--- src/rtl/clk_en_pkg.sv ---
// Shared types and constants for the NCO clock-enable generator.
package clk_en_pkg;

    localparam int unsigned ACC_W_DEF = 24;
    localparam int unsigned CH_W_DEF  = 3;

    // Widest accumulator / channel field a configuration record can carry
    localparam int unsigned ACC_W_MAX = 32;
    localparam int unsigned CH_W_MAX  = 3;

    // Pending-slot occupancy
    typedef enum logic {
        SLOT_IDLE    = 1'b0,
        SLOT_PENDING = 1'b1
    } slot_state_e;

    // Configuration record; incr is zero-padded when ACC_W < ACC_W_MAX
    typedef struct packed {
        logic [CH_W_MAX-1:0]  ch;
        logic [ACC_W_MAX-1:0] incr;
        logic                 en;
    } cfg_t;

    // Increment for a 25.175 MHz VGA pixel strobe from the 100 MHz project clock
    localparam longint unsigned PROJECT_CLK_HZ = 64'd100_000_000;
    localparam longint unsigned VGA_PIX_HZ     = 64'd25_175_000;
    localparam logic [ACC_W_DEF-1:0] INCR_VGA_25M175 =
        ACC_W_DEF'((VGA_PIX_HZ << ACC_W_DEF) / PROJECT_CLK_HZ);

endpackage

--- src/rtl/clk_en_nco_ch.sv ---
// One NCO channel: phase accumulator, increment/enable registers and the
// registered carry strobe, plus the rule deciding when a pending update lands.
module clk_en_nco_ch
    import clk_en_pkg::*;
#(
    parameter int unsigned      ACC_W    = ACC_W_DEF,
    parameter logic [ACC_W-1:0] RST_INCR = {1'b1, {(ACC_W-1){1'b0}}},
    parameter logic             RST_EN   = 1'b1
) (
    input  logic             clk,
    input  logic             rst_n,
    input  logic             phase_rst_i,
    input  logic             pend_i,
    input  logic [ACC_W-1:0] pend_incr_i,
    input  logic             pend_en_i,
    output logic             apply_c_o,
    output logic             ce_o,
    output logic             en_o
);

    logic [ACC_W-1:0] acc_q, acc_d;
    logic [ACC_W-1:0] incr_q, incr_d;
    logic             en_q, en_d;
    logic             ce_q, ce_d;
    logic [ACC_W:0]   sum_c;
    logic             carry_c;

    // Accumulate, decide on applying a pending update, handle phase clear
    always_comb begin
        sum_c     = {1'b0, acc_q} + {1'b0, incr_q};
        carry_c   = en_q & sum_c[ACC_W];
        apply_c_o = pend_i & (~en_q | (incr_q == '0) | carry_c | phase_rst_i);
        acc_d     = en_q ? sum_c[ACC_W-1:0] : '0;
        ce_d      = carry_c;
        incr_d    = incr_q;
        en_d      = en_q;
        if (apply_c_o) begin
            incr_d = pend_incr_i;
            en_d   = pend_en_i;
            // Enabled-to-enabled keeps the wrapped remainder for phase continuity
            if (!en_q || !pend_en_i) begin
                acc_d = '0;
            end
        end
        if (phase_rst_i) begin
            acc_d = '0;
            ce_d  = 1'b0;
        end
    end

    // Channel state registers
    always_ff @(posedge clk or negedge rst_n) begin
        if (!rst_n) begin
            acc_q  <= '0;
            incr_q <= RST_INCR;
            en_q   <= RST_EN;
            ce_q   <= 1'b0;
        end else begin
            acc_q  <= acc_d;
            incr_q <= incr_d;
            en_q   <= en_d;
            ce_q   <= ce_d;
        end
    end

    assign ce_o = ce_q;
    assign en_o = en_q;

endmodule

--- src/rtl/clk_en_nco.sv ---
// Multi-channel NCO clock-enable generator with a single-slot, handshaked,
// phase-continuous configuration path.
module clk_en_nco
    import clk_en_pkg::*;
#(
    parameter int unsigned      N_CH     = 2,
    parameter int unsigned      ACC_W    = ACC_W_DEF,
    parameter int unsigned      CH_W     = CH_W_DEF,
    parameter logic [ACC_W-1:0] RST_INCR = {1'b1, {(ACC_W-1){1'b0}}},
    parameter logic             RST_EN   = 1'b1
) (
    input  logic             clk,
    input  logic             rst_n,
    input  logic             cfg_valid,
    output logic             cfg_ready,
    input  logic [CH_W-1:0]  cfg_ch,
    input  logic [ACC_W-1:0] cfg_incr,
    input  logic             cfg_en,
    input  logic             phase_rst,
    output logic [N_CH-1:0]  ce,
    output logic [N_CH-1:0]  ch_en,
    output logic             cfg_err
);

    slot_state_e     state_q, state_d;
    cfg_t            slot_q, slot_d;
    logic            ready_q, ready_d;
    logic            err_q, err_d;
    logic [N_CH-1:0] pend_c;
    logic [N_CH-1:0] apply_c;
    logic            unused_slot_bits;

    // Slot FSM: accept into the empty slot, release once the target channel applies
    always_comb begin
        state_d = state_q;
        slot_d  = slot_q;
        err_d   = 1'b0;
        case (state_q)
            SLOT_IDLE: begin
                if (cfg_valid) begin
                    if (32'(cfg_ch) < N_CH) begin
                        slot_d.ch   = CH_W_MAX'(cfg_ch);
                        slot_d.incr = ACC_W_MAX'(cfg_incr);
                        slot_d.en   = cfg_en;
                        state_d     = SLOT_PENDING;
                    end else begin
                        err_d = 1'b1;
                    end
                end
            end
            SLOT_PENDING: begin
                if (|apply_c) begin
                    state_d = SLOT_IDLE;
                end
            end
            default: state_d = SLOT_IDLE;
        endcase
        ready_d = (state_d == SLOT_IDLE);
    end

    // Slot and handshake registers
    always_ff @(posedge clk or negedge rst_n) begin
        if (!rst_n) begin
            state_q <= SLOT_IDLE;
            slot_q  <= '0;
            ready_q <= 1'b1;
            err_q   <= 1'b0;
        end else begin
            state_q <= state_d;
            slot_q  <= slot_d;
            ready_q <= ready_d;
            err_q   <= err_d;
        end
    end

    assign cfg_ready = ready_q;
    assign cfg_err   = err_q;

    // Padding bits of the stored increment are never consumed
    assign unused_slot_bits = ^slot_q.incr;

    // Channel decode and per-channel NCOs
    for (genvar i = 0; i < N_CH; i++) begin : g_ch
        assign pend_c[i] = (state_q == SLOT_PENDING) && (slot_q.ch == CH_W_MAX'(i));

        clk_en_nco_ch #(
            .ACC_W    (ACC_W),
            .RST_INCR (RST_INCR),
            .RST_EN   (RST_EN)
        ) u_ch (
            .clk         (clk),
            .rst_n       (rst_n),
            .phase_rst_i (phase_rst),
            .pend_i      (pend_c[i]),
            .pend_incr_i (ACC_W'(slot_q.incr)),
            .pend_en_i   (slot_q.en),
            .apply_c_o   (apply_c[i]),
            .ce_o        (ce[i]),
            .en_o        (ch_en[i])
        );
    end

endmodule
--- config.mk ---
export PLATFORM = sky130hd
export DESIGN_NAME = clk_en_nco
export DESIGN_NICKNAME = d
export VERILOG_FILES = /design/src/rtl/clk_en_pkg.sv /design/src/rtl/clk_en_nco_ch.sv /design/src/rtl/clk_en_nco.sv
export SDC_FILE = /design/constraint.sdc
export NUM_CORES = 1
export LEC_CHECK = 0
export ABC_AREA = 1
export ABC_CLOCK_PERIOD_IN_PS = 1900
export CAP_MARGIN = 10
export CORE_ASPECT_RATIO = 0.75
export CORE_MARGIN = 3
export CORE_UTILIZATION = 31
export CTS_BUF_LIST = sky130_fd_sc_hd__clkbuf_16
export DETAILED_ROUTE_END_ITERATION = 8
export SYNTH_ARGS = -nofsm -noshare
export SYNTH_HDL_FRONTEND = slang
export SYNTH_SLANG_ARGS = --single-unit
--- constraint.sdc ---
create_clock -name clk -period 1.9 [get_ports clk]
set_input_delay 0.285 -clock clk [delete_from_list [all_inputs] [get_ports clk]]
set_output_delay 0.285 -clock clk [all_outputs]
set_load 0.03 [all_outputs]
==> out/metrics.cfg <==
[clock_tree]
ctsLongestPathBuffers = 2
clk_pin_slew_ns = 0.06
clock_sinks = 131
htree_levels = 4
cts_tree = yes
cts_buffers = 17
cts_root_buf = clkbuf_16
clkLatencyLatePin_ns = 0.43

[job]
drv_cap = 0

[timing]
min_period_ns = 2.05
maxSlewHeadroom_pct = 60.9
fin_tns_setup_ns = -10.63
slew_viol_final = 0
tightest_slew_ns = 0.587
timing.final.crit_share_pct = 108
setup_viol = 100
maxClockFrequency_ghz = 0.487
rsz0062_at_grt = yes
finClkSkew_ns = 0.00968
whs_ns = 0.410
setup_ws_ns = -0.153
hold_violations = 0

[detailed_routing]
drtAntennaViolNets = 0
vias = 7773
drt_iter0_drc = 477
viasPerCell = 4.61
routedWlPerCell_um = 14.6
dr.pass1.iters = 6
drc = 0
wirelength_mm = 24.7

[synthesis]
ys.warnings.count = 0
async_flop_share_pct = 100
avgSynthCellArea_um2 = 7.82
ys_seq_elements = 131
ys_types = 40
synth-main-ff-cell = dfrtp_1
syn-instance-count = 1070
synth_area_mm2 = 0.00837
synth_edf_count = 0
ys_seq_area_share_pct = 39.3
synth_nets = 1152

[worst_setup_path]
crit_required_ns = 2.22
end_kind = flop
crit_path_start_kind = flop
cp.arrival_ns = 2.37
path_class = reg -> reg
crit_fanout = 8

[floorplan]
io_pins = 38
start_util_pct = 31.9
die_x_um = 196
rows = 51
dieHeight_um = 148
core_mm2 = 0.0262
die_area_mm2 = 0.0290

[layout]
drive_above_1_share_pct = 38.1
fillers = 2431
antennaDiodeCount = 0
syn2layout_area_growth_pct = 47.6
fin_nets = 1412
finish.utilization_pct = 47.1

[run_status]
status = complete, but fails checks
violations = negative setup slack

[place]
pre_cts_ws_ns = -0.155
place_hpwl_mm = 18.0
port_buffers = 37
routabilityCongestion = 0.879

[grt]
grt_pass1_vias = 7441
grt_overflow = 0
antenna_found_initial = 0
grt_pass1_wl_mm = 38.1
track_usage_pct = 16.6
grt_max_degree = 59

[pwr]
p_leak_uw = 0.00601
ir_drop_uv = 906
p_per_area_mw_per_mm2 = 1450

[min_path]
hold_path_class = in -> async

[path summary, 6_finish.rpt]
check,start,to,slack [ns],cells after the start
setup / recovery,g_ch[0].u_ch.incr_q[0],g_ch[0].u_ch.acc_q[0],-0.15,12
hold / removal,rst_n,g_ch[1].u_ch.acc_q[19],0.41,2
setup reg to reg,g_ch[0].u_ch.incr_q[0],g_ch[0].u_ch.acc_q[0],-0.15,12
hold reg to reg,g_ch[1].u_ch.en_o,g_ch[1].u_ch.en_o,0.51,2
max in group asynchronous,rst_n,g_ch[0].u_ch.acc_q[23],0.86,3
min in group clk,cfg_incr[11],slot_q[12],0.42,3
[cell usage in the layout (no fill, tap or decap), types with 6 or more instances in the layout]
cell and n:
a21oi_1 34, a21oi_2 17, buf_12 10, buf_4 204, clkbuf_16 23, clkdlybuf4s50_1 33
dfrtp_1 126, ha_1 14, ha_4 32, inv_1 129, inv_2 21, nand2_1 258
nand2_2 47, nand2_4 18, nand3_1 33, nand4_1 16, nor2_1 84, nor2_2 17
nor2_4 29, nor3_1 9, o21ai_0 35, o21ai_1 13, o21ai_2 47, o21bai_1 6
xnor2_1 14, xor2_1 8
[metrics by stage]
step	cells	instance area (um2)	total power (uW)
after global placement	1622	10500	12600
after global routing	1687	12300	19200
after floorplan	1070	8390	9320
after detailed placement	1622	10500	12800
final	1687	12300	17900
after CTS	1672	11700	16700
[registers in the layout, summed over array words and instances, names as in the netlist]
| signal | flops |
|---|---|
| slot_q | 28 |
| g_ch.u_ch.incr_q | 48 |
| g_ch.u_ch.ce_o | 2 |
| cfg_ready | 1 |
| g_ch.u_ch.acc_q | 48 |
| g_ch.u_ch.en_o | 2 |
| cfg_err | 1 |
| state_q | 1 |
[final cells by class]
class	count	area (um2)	area share, %
Clock buffer	17	425	3.45
Clock inverter	15	133	1.07
Inverter	149	559	4.53
Multi-Input combinational cell	767	5160	41.8
Sequential cell	131	3280	26.6
Tap cell	344	430	3.49
Timing Repair Buffer	264	2350	19.0
[where the power goes]
part / internal (uW) / switching, uW
clock: 1800 / 1330
combinational: 4860 / 5330
sequential: 3810 / 760
total: 10500 / 7420
[synth_stat cells (5+ instances only)]
library cell / n / area share, %
dfrtp_1: 126 / 38
nor2_4: 21 / 2.8
inv_1: 132 / 5.9
ha_1: 48 / 7.2
nor3_1: 12 / 0.72
nand2_1: 308 / 14
nor2_1: 101 / 4.5
nand3_1: 35 / 2.1
o21ai_1: 7 / 0.42
nand4_1: 16 / 1.2
nand2_2: 14 / 1.0
o21ai_0: 43 / 2.6
a21oi_1: 49 / 2.9
xor2_1: 8 / 0.84
dfstp_2: 5 / 1.6
xnor2_1: 14 / 1.5
nor2_2: 8 / 0.60
inv_2: 17 / 0.76
o21ai_2: 45 / 4.7
buf_6: 11 / 1.5
clkbuf_1: 6 / 0.27
o21bai_1: 7 / 0.63
[critical path, cell delays in order, from the launching register on]
cell     delay, ns
dfrtp_1       0.37
ha_2          0.20
inv_2         0.04
fa_2          0.37
nor2_4        0.12
o21ai_2       0.06
nand2_2       0.13
nand2_4       0.07
nand4_4       0.14
nand3_4       0.11
buf_12        0.14
nand2_8       0.12
nor2_1        0.05
[per-layer routing]
metal / vias up / share of wire (%) / GRT usage (%)
li1: 3925 / - / -
met1: 3650 / 51 / 24.9
met2: 173 / 42 / 24.0
met3: 25 / 5.2 / 3.65
met4: 0 / 1.3 / 4.52
met5: - / 0 / 0
[timing repair]
item / in CTS / in global routing
hold buffers: 1 / 0
hold endpoints to repair: 48 / 0
setup buffers: 16 / 8
gates cloned: 1 / 7
resized for setup: 90 / 83
setup endpoints to repair: 103 / 100
pin swaps: 7 / 16
[logic make-up (layout without fill, tap and decap cells)]
family	count (synthesis)	count (layout)	share of synthesized area, %
XOR/XNOR	22	22	2.30
flip-flops	131	131	39.3
adder cells (fa/ha/maj)	50	50	7.66
AO/OA/AOI/OAI	158	158	12.0
multiplexers	1	1	0.135
buffers and inverters	172	445	9.27
AND/OR/NAND/NOR	536	536	29.4
Note: power is estimated with default switching activity, not from simulation.
